<file path="config.mk">
export PLATFORM = sky130hd
export DESIGN_NAME = disp_scan
export DESIGN_NICKNAME = d
export VERILOG_FILES = /design/src/rtl/disp_pkg.sv /design/src/rtl/disp_prescaler.sv /design/src/rtl/disp_scan.sv
export SDC_FILE = /design/constraint.sdc
export NUM_CORES = 1
export LEC_CHECK = 0
export CORE_MARGIN = 3
export CORE_UTILIZATION = 25
export CTS_CLUSTER_SIZE = 16
export DETAILED_ROUTE_END_ITERATION = 10
export PLACE_DENSITY = 0.4
export RECOVER_POWER = 25
export SLEW_MARGIN = 5
export SYNTH_ARGS = -nofsm -noshare
export SYNTH_HDL_FRONTEND = slang
export SYNTH_SLANG_ARGS = --single-unit
</file>
<file path="constraint.sdc">
create_clock -name clk -period 5.3 [get_ports clk]
set_input_delay 1.06 -clock clk [delete_from_list [all_inputs] [get_ports clk]]
set_output_delay 1.06 -clock clk [all_outputs]
set_load 0.01 [all_outputs]
</file>
<file path="src/rtl/disp_pkg.sv">
// disp_pkg: shared types and constants for the 4-digit 7-segment scan driver.
package disp_pkg;

  localparam int DIGITS = 4;

  typedef logic [1:0] digit_idx_t;
  typedef logic [3:0] nibble_t;

  // Active-low anodes: all digits off.
  localparam logic [3:0] AN_OFF = 4'hF;

  // Active-low one-hot anode pattern for a digit.
  function automatic logic [3:0] an_onehot(digit_idx_t i);
    logic [3:0] one;
    one = 4'b0001;
    return ~(one << i);
  endfunction

endpackage

</file>
<file path="src/rtl/disp_prescaler.sv">
// disp_prescaler: free-running 0..SCAN_DIV-1 counter; tick marks the last
// cycle of each digit slot.
module disp_prescaler #(
  parameter int SCAN_DIV = 100000
) (
  input  logic clk,
  input  logic rst_n,
  output logic tick
);

  localparam int CW = (SCAN_DIV > 1) ? $clog2(SCAN_DIV) : 1;
  localparam logic [CW-1:0] LAST = CW'(SCAN_DIV - 1);

  logic [CW-1:0] cnt_q;
  logic [CW-1:0] cnt_d;

  // Next count: wrap to zero on the last cycle of a slot.
  always_comb begin
    tick  = (cnt_q == LAST);
    cnt_d = tick ? '0 : cnt_q + CW'(1);
  end

  // Counter register.
  always_ff @(posedge clk or negedge rst_n) begin
    if (!rst_n) begin
      cnt_q <= '0;
    end else begin
      cnt_q <= cnt_d;
    end
  end

endmodule

</file>
<file path="src/rtl/disp_scan.sv">
// disp_scan: time-multiplexed scan driver for a 4-digit 7-segment display.
// Double-buffered contents (pending/active) commit atomically at the frame
// boundary; each digit slot starts with one blanked gap cycle.
// Optional feature macro: DISP_SCAN_LEADING_ZERO_BLANK_EN (leading-zero
// blanking applied to the enable mask at commit).
//
// LOAD is a single-cycle strobe with no back-pressure: every cycle LOAD is
// high the inputs are captured (last write wins); BUSY reports that the
// pending buffer still holds values awaiting the next frame boundary.
module disp_scan
  import disp_pkg::*;
#(
  parameter int SCAN_DIV = 100000
) (
  input  logic        clk,
  input  logic        rst_n,
  input  logic        LOAD,
  input  logic [15:0] DATA,
  input  logic [3:0]  DP,
  input  logic [3:0]  EN,
  output logic        BUSY,
  output logic [3:0]  AN,
  output nibble_t     HEX,
  output logic        POINT
);

  logic tick;

  disp_prescaler #(
    .SCAN_DIV (SCAN_DIV)
  ) u_prescaler (
    .clk   (clk),
    .rst_n (rst_n),
    .tick  (tick)
  );

  digit_idx_t  idx_q,   idx_d;
  logic [15:0] pdata_q, pdata_d;
  logic [3:0]  pdp_q,   pdp_d;
  logic [3:0]  pen_q,   pen_d;
  logic [15:0] adata_q, adata_d;
  logic [3:0]  adp_q,   adp_d;
  logic [3:0]  aen_q,   aen_d;
  logic        busy_q,  busy_d;
  logic [3:0]  an_q,    an_d;
  nibble_t     hex_q,   hex_d;
  logic        point_q, point_d;

  logic        frame_end;
  logic        commit;
  logic [15:0] src_data;
  logic [3:0]  src_dp;
  logic [3:0]  src_en;
  logic [3:0]  commit_en;

  // Commit source: a coincident LOAD bypasses the pending buffer.
  always_comb begin
    frame_end = tick && (idx_q == 2'd3);
    commit    = frame_end && (LOAD || busy_q);
    src_data  = LOAD ? DATA : pdata_q;
    src_dp    = LOAD ? DP   : pdp_q;
    src_en    = LOAD ? EN   : pen_q;
  end

`ifdef DISP_SCAN_LEADING_ZERO_BLANK_EN
  logic [3:0] keep;

  // Keep digit i>=1 only if it or some higher digit is non-zero; digit 0 always kept.
  always_comb begin
    keep[3]   = (src_data[15:12] != 4'h0);
    keep[2]   = keep[3] || (src_data[11:8] != 4'h0);
    keep[1]   = keep[2] || (src_data[7:4]  != 4'h0);
    keep[0]   = 1'b1;
    commit_en = src_en & keep;
  end
`else
  // Committed enable is the requested enable unchanged.
  always_comb begin
    commit_en = src_en;
  end
`endif

  // Next-state: index, pending/active buffers, BUSY and registered outputs.
  always_comb begin
    idx_d   = tick ? idx_q + 2'd1 : idx_q;
    pdata_d = pdata_q;
    pdp_d   = pdp_q;
    pen_d   = pen_q;
    adata_d = adata_q;
    adp_d   = adp_q;
    aen_d   = aen_q;
    busy_d  = busy_q;

    if (LOAD) begin
      pdata_d = DATA;
      pdp_d   = DP;
      pen_d   = EN;
      busy_d  = 1'b1;
    end

    if (commit) begin
      adata_d = src_data;
      adp_d   = src_dp;
      aen_d   = commit_en;
      busy_d  = 1'b0;
    end

    // Outputs look at the next index/buffer so HEX/POINT change in the gap cycle.
    hex_d   = adata_d[4*idx_d +: 4];
    point_d = adp_d[idx_d];
    if (tick) begin
      an_d = AN_OFF;
    end else if (aen_d[idx_d]) begin
      an_d = an_onehot(idx_d);
    end else begin
      an_d = AN_OFF;
    end
  end

  // State and output registers.
  always_ff @(posedge clk or negedge rst_n) begin
    if (!rst_n) begin
      idx_q   <= '0;
      pdata_q <= '0;
      pdp_q   <= '0;
      pen_q   <= '0;
      adata_q <= '0;
      adp_q   <= '0;
      aen_q   <= '0;
      busy_q  <= 1'b0;
      an_q    <= AN_OFF;
      hex_q   <= '0;
      point_q <= 1'b0;
    end else begin
      idx_q   <= idx_d;
      pdata_q <= pdata_d;
      pdp_q   <= pdp_d;
      pen_q   <= pen_d;
      adata_q <= adata_d;
      adp_q   <= adp_d;
      aen_q   <= aen_d;
      busy_q  <= busy_d;
      an_q    <= an_d;
      hex_q   <= hex_d;
      point_q <= point_d;
    end
  end

  assign BUSY  = busy_q;
  assign AN    = an_q;
  assign HEX   = hex_q;
  assign POINT = point_q;

endmodule

</file>
* Word level (Yosys, flattened, before mapping)
Cells that the tools add are included.
** Word-level totals
- Bits of input ports :: 27
- Logic and storage cells :: 40
- Register bits after elaboration :: 77
- Output and inout port bits :: 10
** Operators by class
- Bitwise logic cells :: 1
- Add/subtract/negate cells :: 2
- Shift-type cells :: 2
- Reductions and logical operators :: 4
- Magnitude comparators :: 1
- Multiplexer cells :: 16
- Equality and inequality tests :: 2
** Operator list (count)
- $mux 16 :: 2
- $mux 4 :: 6
- $add 17x1->17 const B :: 1
- $eq 17x17->1 const B :: 1
- $mux 17 :: 1
- $shiftx 16x5->4 :: 1
- $bmux 1 s2 :: 2
- $mux 1 :: 4
- $not 4->4 :: 1
- $shl 1x2->4 const A :: 1
- $lt 2x3->1 const B :: 1
- $add 2x1->2 const B :: 1
- $eq 2x2->1 const B :: 1
- $logic_and 1x1->1 :: 2
- $mux 2 :: 1
- $reduce_bool 2->1 :: 1
- $logic_or 1x1->1 :: 1

* Depth between registers and ports, before layout
Gate-level depths: netlist of run 1.
- Word-level depth :: 8
- Depth in mapped cells :: 8
- Gate-level depth less buffers :: 7

* Modules after synthesis
Synthesis of run 1 repeated with hierarchy kept, for this count alone.
** Unflattened totals
- Cells, all modules :: 235
- Area total of the unflattened synthesis :: 3169.3 sq um
** By module, submodules not included
- disp_scan :: cells each 161, area each 2376.0 sq um, seq. area each 1506.4 sq um, instances 1
- disp_prescaler :: cells each 74, area each 793.3 sq um, seq. area each 425.4 sq um, instances 1

* Worst setup path after synthesis of run 1
OpenSTA, ideal clock, no wires.
- Path kind :: input to register
- Start point :: in LOAD
- End point :: reg hex_q[0], in the netlist HEX[0]
- Stages on the path :: 5
- Data required time :: 5160 ps
- Data arrival time :: 2435 ps
- Buffers on the path :: 2
- Setup slack :: 2725 ps
- Setup time :: 140 ps
- Path through :: buf_1 clkbuf_1 mux2_2 mux2i_1 o221ai_1
** On the way
- Word-level cells in the longest chain between the ends :: 4
- Elaborated cells between the ends (all ways) :: 5
- Those cells by class :: shift (1); mux (2); reduce/logical (2)
** RTL lines
- from (decl) :: RTL line disp_scan.sv:17 : input logic LOAD,
- $logic_or 1x1->1 :: RTL line disp_scan.sv:59 : commit = frame_end && (LOAD || busy_q);
- $logic_and 1x1->1 :: RTL line disp_scan.sv:59
- $mux 16 * :: RTL line disp_scan.sv:101 : if (commit) begin
- $shiftx 16x5->4 * :: RTL line disp_scan.sv:109 : hex_d = adata_d[4*idx_d +: 4];
- net hex_d[0] :: RTL line disp_scan.sv:46 : nibble_t hex_q, hex_d;
- to (signal assigned) :: RTL line disp_scan.sv:132 : hex_q <= '0;
- to (signal assigned) :: RTL line disp_scan.sv:144 : hex_q <= hex_d;
- to (decl) :: RTL line disp_scan.sv:46
Mark *: on every way through the listed nets, which the timed path passes. The rest lies on a longest branch.
A chain may end at the register's enable or synchronous reset.

* Worst setup path after layout of run 1
- Start point :: reg u_prescaler.cnt_q[6]
- End point :: reg hex_q[0], in the netlist HEX[0]
** On the way
- Word-level cells in the longest chain between the ends :: 5
- Elaborated cells between the ends (all ways) :: 6
- Those cells by class :: eq/ne (1); shift (1); mux (2); reduce/logical (2)
** RTL lines
- from (decl) :: RTL line disp_prescaler.sv:14 : logic [CW-1:0] cnt_q;
- from (signal assigned) :: RTL line disp_prescaler.sv:28 : cnt_q <= cnt_d;
- $eq 17x17->1 * :: RTL line disp_prescaler.sv:19 : tick = (cnt_q == LAST);
- $logic_and 1x1->1 :: RTL line disp_scan.sv:58 : frame_end = tick && (idx_q == 2'd3);
- $logic_and 1x1->1 :: RTL line disp_scan.sv:59
- $mux 16 :: RTL line disp_scan.sv:101
- $shiftx 16x5->4 * :: RTL line disp_scan.sv:109
- net hex_d[0] :: RTL line disp_scan.sv:46
Marked as above.

==> results_dict.tcl, run 1 <==
set metrics [dict create \
    grt_setup_unrepaired "no" \
    rows 42 \
    clock.fmax_ghz 0.344 \
    drc 0 \
    tightest_slew_ns 1.99 \
    overflow 0 \
    first_iter_violations 76 \
    final.min_clock_period_ns 2.91 \
    ant_nets 0 \
    final_common_cell "dfrtp_1" \
    hold_ws_ns 0.392 \
    wl_met2_um 3000 \
    vias_per_cell 4.41 \
    clock_power_share_pct 47.8 \
    drv_cap 1 \
    p_leak_uw 0.00185 \
    h-tree-depth 3 \
    antenna_found_initial 0 \
    grt_max_degree 78 \
    io_pins 37 \
    p_int_uw 1010 \
    die_height_um 123 \
    hp-class "register to register" \
    root_buffer "clkbuf_16" \
    final.setup_skew_ns 0.00595 \
    reg2reg_to "HEX[0]$_DFF_PN0_" \
    core_area_um2 13300 \
    hold_end "AN[3]$_DFF_PN1_" \
    die_x_um 123 \
    peakVddDrop_uv 104 \
    postSynthAreaPerCell_um2 12.8 \
    synth_area_leaders "dfrtp_1, mux2_2, mux2i_1" \
    fin_cells 484 \
    clk_pin_slew_worst_paths_ns 0.06 \
    setup_viol 0 \
    rr_startpoint "u_prescaler.cnt_q[6]$_DFF_PN0_" \
    cp.arrival_ns 3.11 \
    fillers 1329 \
    p_comb_share_pct 5.4 \
    synthesis.nets 294 \
    netlist_instances 265 \
    holdPathStages 1 \
    endpoint_kind "register" \
    path_class "register to register" \
    hold_viol 0 \
    critPathRequiredTime_ns 5.50 \
    cts_tree "built" \
    final_max_slew_viol_count 78 \
    post-cts-setup-buffers 0 \
    cts-hold-fix-buffers 0 \
    multi_input_area_um2 1340 \
    fin_tns_setup_ns 0 \
    p_seq_share_pct 46.8 \
    min_from "aen_q[3]$_DFF_PN0_" \
    synth_seq_area_share_pct 56.7 \
    met3_length_um 315 \
    gp_congestion 0.732 \
    synth.largest_area_cell "dfrtp_1" \
    drt_first_pass_iters 4 \
    post_cts_resized 0 \
    reg2reg_depth 5 \
    violations "max-capacitance violations, max-slew violations" \
    power_uw 1310 \
    antenna_cells 0 \
    grt_usage_pct 10.5 \
    die_area_um2 15100 \
    cts-buffers-inserted 9 \
    port_buffers 36 \
    switching_share_pct 22.7 \
    grt_pass1_wl_um 11900 \
    wl_per_cell_um 14.9 \
    yosys_register_bits 77 \
    syn_to_final_growth_pct 23.9 \
    status "complete, but fails checks" \
    clk_latency_ns 0.34 \
    vias 2134 \
    most-common-layout-cells "dfrtp_1, clkdlybuf4s50_1, mux2_2" \
    slew_headroom_pct -32.7 \
    dp_hpwl_um 4810 \
    yosys_warnings 0 \
    wl_met1_um 3730 \
    drive_gt1_share_pct 23.7 \
    synth_cell_types 39 \
    finalNetCount 332 \
    synth_top_cell_area_share_pct 53.7 \
    placed_cells 468 \
    min_period_over_period_pct 54.9 \
    dr.max_layer_used "met4" \
    path_max_fanout 22 \
    register_area_um2 1930 \
    p_per_area_nw_per_um2 310 \
    startpoint_type "register" \
    final_util_pct 31.7 \
    rrSetupSlack_ns 2.39 \
    cts.path.max_buffers 2 \
    cts_sinks 77 \
    grt_pass1_vias 2212 \
    wl_um 7220 \
    synthesis.area_um2 3400 \
    power_switching_uw 296 \
    start_util_pct 25.6 \
]
-- metal layers --
metal	vias up	global-route usage (%)
met4	0	5.67
met1	1071	15.3
met2	38	14.0
met5	-	0
li1	1011	-
met3	14	2.67
-- power by group through the flow --
stage                     sequential [uW]  combinational [uW]  clock, uW
after global routing                  613                79.1        668
after floorplan                       621                32.1          0
after detailed placement              622                73.6          0
final                                 611                70.5        624
after global placement                622                74.3          0
after CTS                             611                74.0        643
-- cells in the mapped netlist, drive strengths merged --
library cell,number
dfrtp,73
mux2,33
mux2i,20
inv,16
nand2,16
nand3,15
nor2,14
xor2,9
clkbuf,6
o211ai,6
xnor2,6
buf,5
and3,4
dfstp,4
mux4,4
nand4,4
nor3,4
o221ai,4
o21ai,3
a21boi,2
a21oi,2
ha,2
nor4,2
o2111ai,2
o21a,2
or2,2
or4,2
a31oi,1
and2,1
or4b,1
-- per-stage QoR --
stage / area (um2) / setup slack (ns)
6_report: 4220 / 2.39
3_3_place_gp: 3920 / 2.43
2_1_floorplan: 3400 / 2.73
4_1_cts: 4220 / 2.36
3_5_place_dp: 3920 / 2.36
5_1_grt: 4220 / 2.17
-- worst max-delay path, cell delays in order (launching register included) --
cell      delay, ns
dfrtp_1        0.43
or4b_4         0.56
or4_4          0.67
nor2_4         0.62
mux2i_1        0.33
o221ai_1       0.14
-- area by class of cell --
type	count	area share, %
Timing Repair Buffer	38	8.66
Inverter	16	1.42
Sequential cell	77	45.8
Clock inverter	7	1.78
Clock buffer	9	5.34
Tap cell	176	5.22
Multi-Input combinational cell	161	31.8
-- flip-flops by register name, indices dropped and copies added (netlist names) --
signal and flops:
pdata_q 16, AN 4, adata_q 16, pen_q 4
idx_q 2, POINT 1, u_prescaler.cnt_q 17, adp_q 4
pdp_q 4, aen_q 4, BUSY 1, HEX 4
-- cell families (layout without fill, tap and decap cells) --
group           after synthesis  count (layout)  share of synthesized area [%]
compound gates               22              22                           4.85
mux                          57              57                           19.8
fa+ha+maj                     2               2                          0.735
buf+inv                      27              70                           4.08
xor+xnor                     15              15                           3.86
flops                        77              77                           56.7
simple gates                 65              65                           9.92
-- worst max path at each step --
stage / to / depth (start not counted) / start
3_3_place_gp: HEX[3]$_DFF_PN0_ / 6 / LOAD
3_5_place_dp: POINT$_DFF_PN0_ / 5 / u_prescaler.cnt_q[6]$_DFF_PN0_
5_1_grt: POINT$_DFF_PN0_ / 6 / u_prescaler.cnt_q[0]$_DFF_PN0_
4_1_cts: POINT$_DFF_PN0_ / 5 / u_prescaler.cnt_q[6]$_DFF_PN0_
6_report: HEX[0]$_DFF_PN0_ / 5 / u_prescaler.cnt_q[6]$_DFF_PN0_
2_1_floorplan: HEX[0]$_DFF_PN0_ / 5 / LOAD
Note: power is estimated with default switching activity, not from simulation.
==> run 2, diff against run 1 <==
- PLACE_DENSITY: 0.4 -> 0.41
- clock period: 5.3 -> 2.5 ns (I/O delays scaled with it)
==> run 2 against run 1 <==
Register-to-register slack got worse by 2.3 ns. Sequential power rose by 110%. Non-clock buffer count rose by 23. Critical path type unchanged. Clock power rose by 100%. The flow now finishes without violations. Flip-flop and latch count did not move. Count of clock-buffer cells in the layout rose by 4.
==> results_dict.tcl, run 2 (same netlist as run 1, synthesis figures left out) <==
set metrics [dict create \
    status "complete, no violations" \
    antenna_found_initial 0 \
    final_max_slew_viol_count 0 \
    start_util_pct 25.6 \
    core_area_um2 13300 \
    post-cts-setup-buffers 0 \
    setup_viol 0 \
    cts-hold-fix-buffers 0 \
    dp_hpwl_um 5160 \
    startpoint_type "register" \
    ant_nets 0 \
    vias_per_cell 4.24 \
    crit_slowest_cell "or4_4" \
    cp.arrival_ns 2.58 \
    port_buffers 36 \
    path_max_fanout 12 \
    largestRegisters "u_prescaler.cnt_q (17), adata_q (16), pdata_q (16)" \
    final.setup_skew_ns 0.00742 \
    hold_viol 0 \
    endpoint_kind "register" \
    cts-buffers-inserted 9 \
    critPathRequiredTime_ns 2.70 \
    drive_gt1_share_pct 29.3 \
    critPathTopFamily "simple AND/OR/NAND/NOR gates" \
    rows 42 \
    crit_buf_inv 1 \
    overflow 0 \
    finalNetCount 355 \
    placed_cell_area_um2 4150 \
    largest_reg_flops 17 \
    drv_cap 0 \
    root_buffer "clkbuf_16" \
    grt_usage_pct 10.3 \
    tightest_slew_ns 0.957 \
    clk_latency_ns 0.33 \
    vias 2151 \
    hp-class "primary input to async pin" \
    cts_sinks 77 \
    post_cts_resized 0 \
    syn_to_final_growth_pct 30.9 \
    drc 0 \
    clk_pin_slew_worst_paths_ns 0.06 \
    grt_pass1_wl_um 11800 \
    min_period_over_period_pct 95.4 \
    die_height_um 123 \
    h-tree-depth 3 \
    power_uw 2720 \
    final_common_cell "dfrtp_1" \
    slew_headroom_pct 36.2 \
    antenna_cells 0 \
    reg2reg_depth 6 \
    grt_setup_unrepaired "no" \
    path_class "register to register" \
    peakVddDrop_uv 297 \
    die_x_um 123 \
    cp_num_cells 6 \
    die_area_um2 15100 \
    fin_cells 507 \
    top_register "u_prescaler.cnt_q" \
    clock.fmax_ghz 0.419 \
    grt_max_degree 37 \
    drt_first_pass_iters 4 \
    p_leak_uw 0.00198 \
    cts_tree "built" \
    io_pins 37 \
    wl_per_cell_um 14.1 \
    first_iter_violations 102 \
    p_per_area_nw_per_um2 610 \
    placed_cells 491 \
    final_cell_area_um2 4460 \
    cpPeakStageDelay_ns 0.61 \
    final.min_clock_period_ns 2.39 \
    most-common-layout-cells "dfrtp_1, clkdlybuf4s50_1, mux2_2" \
    path_cells "or4b_4 -> or4_4 -> nor2_4 -> buf_12 -> mux2i_1 -> o221ai_1" \
    cts.path.max_buffers 2 \
    wl_um 7170 \
    gp_congestion 0.705 \
    grt_pass1_vias 2191 \
    fin_tns_setup_ns 0 \
]
-- run 2: cell count changes in the layout (fill, tap and decap cells not counted), sizes merged --
cell / previous run / this run
buf: 3 / 24
clkinvlp: 3 / 1
bufinv: 1 / 0
clkdlybuf4s50: 34 / 35
clkbuf: 10 / 15
inv: 17 / 16
-- run 2: cell type report --
class	instances	area (um2)
clock inverter	3	17.5
timing repair buffer	61	577
fill	1336	8840
sequential	77	1930
inverter	16	60.1
clock buffer	13	280
tap	176	220
multi-input combinational	161	1370
-- run 2: layer usage --
metal	global-route usage [%]	vias to the layer above	share of wire [%]
li1	-	1061	-
met1	15.0	1047	52
met2	14.2	32	42
met3	2.26	11	3.5
met4	5.25	0	2.1
met5	0	-	0
-- run 2: path summary, 6_finish.rpt --
kind | start | to | slack [ns]
max in group asynchronous | rst_n | u_prescaler.cnt_q[15]$_DFF_PN0_ | 0.76
worst min register to register | aen_q[3]$_DFF_PN0_ | AN[3]$_DFF_PN1_ | 0.40
worst max-delay path | u_prescaler.cnt_q[6]$_DFF_PN0_ | HEX[0]$_DFF_PN0_ | 0.11
min in group clk | aen_q[3]$_DFF_PN0_ | AN[3]$_DFF_PN1_ | 0.40
worst min-delay path | rst_n | pdata_q[9]$_DFF_PN0_ | 0.30
worst max register to register | u_prescaler.cnt_q[6]$_DFF_PN0_ | HEX[0]$_DFF_PN0_ | 0.11
-- run 2: per-stage QoR --
step	hold WS, ns	utilization, %	setup WS (ns)
2_1_floorplan	0.204	-	0.140
3_3_place_gp	0.396	31.2	0.134
3_5_place_dp	0.392	31.2	0.0500
4_1_cts	0.0312	33.4	0.0366
5_1_grt	0.352	33.5	0.00695
6_report	0.298	33.5	0.114
-- run 2: power by group --
| group | total [uW] | switching, uW | internal (uW) |
|---|---|---|---|
| sequential | 1300 | 10.6 | 1290 |
| clock | 1260 | 487 | 777 |
| combinational | 158 | 70.1 | 88.3 |
| total | 2720 | 568 | 2150 |
==> run 3, diff against run 2 <==
- CORE_MARGIN: 3 -> unset
==> run 3 against run 2 <==
Final cell count stayed put. Wire length is 0.95% higher. Maximum frequency is 1.6% lower. Largest power group unchanged. Highest routed layer unchanged.
==> results_dict.tcl, run 3 (same netlist as run 1, synthesis figures left out) <==
set metrics [dict create \
    endpoint_kind "register" \
    port_buffers 36 \
    drv_cap 0 \
    clock_power_share_pct 45.1 \
    cts-buffers-inserted 9 \
    path_max_fanout 6 \
    dp_hpwl_um 5010 \
    setup_viol 0 \
    final_common_cell "dfrtp_1" \
    p_int_uw 2070 \
    dpl_worst_slack_ns 0.0451 \
    rows 42 \
    drc 0 \
    critPathRequiredTime_ns 2.71 \
    tightest_slew_ns 1.47 \
    final_max_slew_viol_count 0 \
    largestRegisters "u_prescaler.cnt_q (17), adata_q (16), pdata_q (16)" \
    grt_usage_pct 11.6 \
    p_seq_share_pct 48.8 \
    rrSetupSlack_ns 0.08 \
    reg2reg_to "HEX[0]$_DFF_PN0_" \
    startpoint_type "register" \
    cts-hold-fix-buffers 0 \
    io_pins 37 \
    path_class "register to register" \
    ant_nets 0 \
    top_register "u_prescaler.cnt_q" \
    cts_sinks 77 \
    core_area_um2 13200 \
    overflow 0 \
    min_period_over_period_pct 97.0 \
    die_area_um2 14100 \
    final.min_clock_period_ns 2.42 \
    final.setup_skew_ns 0.00506 \
    vias_per_cell 4.27 \
    cp.arrival_ns 2.63 \
    root_buffer "clkbuf_16" \
    switching_share_pct 22.1 \
    h-tree-depth 3 \
    p_per_area_nw_per_um2 581 \
    hold_viol 0 \
    largest_reg_flops 17 \
    power_uw 2660 \
    p_leak_uw 0.00200 \
    grt_max_degree 53 \
    clock.fmax_ghz 0.413 \
    final_util_pct 34.5 \
    clk_pin_slew_worst_paths_ns 0.06 \
    hp-class "register to register" \
    vias 2165 \
    setup_ws_ns 0.0762 \
    finalNetCount 355 \
    grt_pass1_vias 2334 \
    antenna_cells 0 \
    cts.path.max_buffers 2 \
    critPathCapture "HEX[0]$_DFF_PN0_" \
    wl_um 7240 \
    die_height_um 119 \
    rr_startpoint "u_prescaler.cnt_q[5]$_DFF_PN0_" \
    slew_headroom_pct 2.32 \
    antenna_found_initial 0 \
    drive_gt1_share_pct 31.4 \
    start_util_pct 25.7 \
    gp_congestion 0.714 \
    status "complete, no violations" \
    wl_per_cell_um 14.3 \
    syn_to_final_growth_pct 34.3 \
    clk_latency_ns 0.34 \
    die_x_um 119 \
    peakVddDrop_uv 264 \
    p_comb_share_pct 6.1 \
    first_iter_violations 112 \
    reg2reg_depth 7 \
    most-common-layout-cells "dfrtp_1, clkdlybuf4s50_1, mux2_2" \
    holdPathStages 1 \
    drt_first_pass_iters 4 \
    power_switching_uw 588 \
    worstSetupStartpoint "u_prescaler.cnt_q[5]$_DFF_PN0_" \
    cts_tree "built" \
    grt_pass1_wl_um 12300 \
]
==> run 3: cell count changes in the layout (fill, tap and decap cells not counted), sizes merged <==
cell / previous run / this run
clkinv: 2 / 4
clkbuf: 15 / 16
clkinvlp: 1 / 0
buf: 24 / 22
==> run 3: repair_timing <==
action                     4_1_cts  5_1_grt
setup endpoints to repair        0        5
gates resized for setup          0       20
buffers inserted                 0        4
==> run 3: metrics by stage <==
| stage | instances | TNS, ns | area (um2) | hold slack [ns] |
|---|---|---|---|---|
| after floorplan | 265 | 0 | 3400 | 0.204 |
| after global placement | 485 | 0 | 4100 | 0.381 |
| after detailed placement | 485 | 0 | 4100 | 0.385 |
| after CTS | 501 | 0 | 4370 | 0.0769 |
| after global routing | 507 | -0.00945 | 4570 | 0.407 |
| final | 507 | 0 | 4570 | 0.390 |
==> run 3: layout make-up <==
cell class	count	area [um2]
clock buffer	12	246
clock inverter	4	23.8
inverter	16	60.1
timing repair buffer	61	627
multi-input combinational	161	1460
tap	176	220
sequential	77	1930
fill	1338	8670
==> run 3: power by group through the flow <==
stage / sequential, uW / combinational [uW] / clock [uW]
final: 1300 / 161 / 1200
after global placement: 1320 / 162 / 0
after global routing: 1300 / 179 / 1300
after CTS: 1300 / 163 / 1250
after detailed placement: 1320 / 162 / 0
after floorplan: 1320 / 68.1 / 0
==> run 3: critical path, stage by stage, from the launching register on <==
cell and delay (ns):
dfrtp_1 0.37, or4_4 0.54, or4_4 0.62, nor2_4 0.13, buf_12 0.13, buf_12 0.14
mux2i_4 0.23, o221ai_1 0.14
==> run 3: metal layers <==
| metal | GRT usage, % | vias to the layer above | wire (um) |
|---|---|---|---|
| met2 | 16.4 | 37 | 3120 |
| met1 | 15.6 | 1061 | 3650 |
| met3 | 4.01 | 11 | 298 |
| met5 | 0 | - | 0 |
| li1 | - | 1056 | - |
| met4 | 5.70 | 0 | 163 |
==> run 3: worst min-delay path by stage <==
stage	start	end	slack, ns
floorplan	rst_n	BUSY$_DFFE_PN0P_	0.20
global placement	aen_q[3]$_DFF_PN0_	AN[3]$_DFF_PN1_	0.38
detailed placement	aen_q[3]$_DFF_PN0_	AN[3]$_DFF_PN1_	0.38
CTS	rst_n	pdata_q[12]$_DFF_PN0_	0.08
global route	aen_q[3]$_DFF_PN0_	AN[3]$_DFF_PN1_	0.41
finish	aen_q[3]$_DFF_PN0_	AN[3]$_DFF_PN1_	0.39
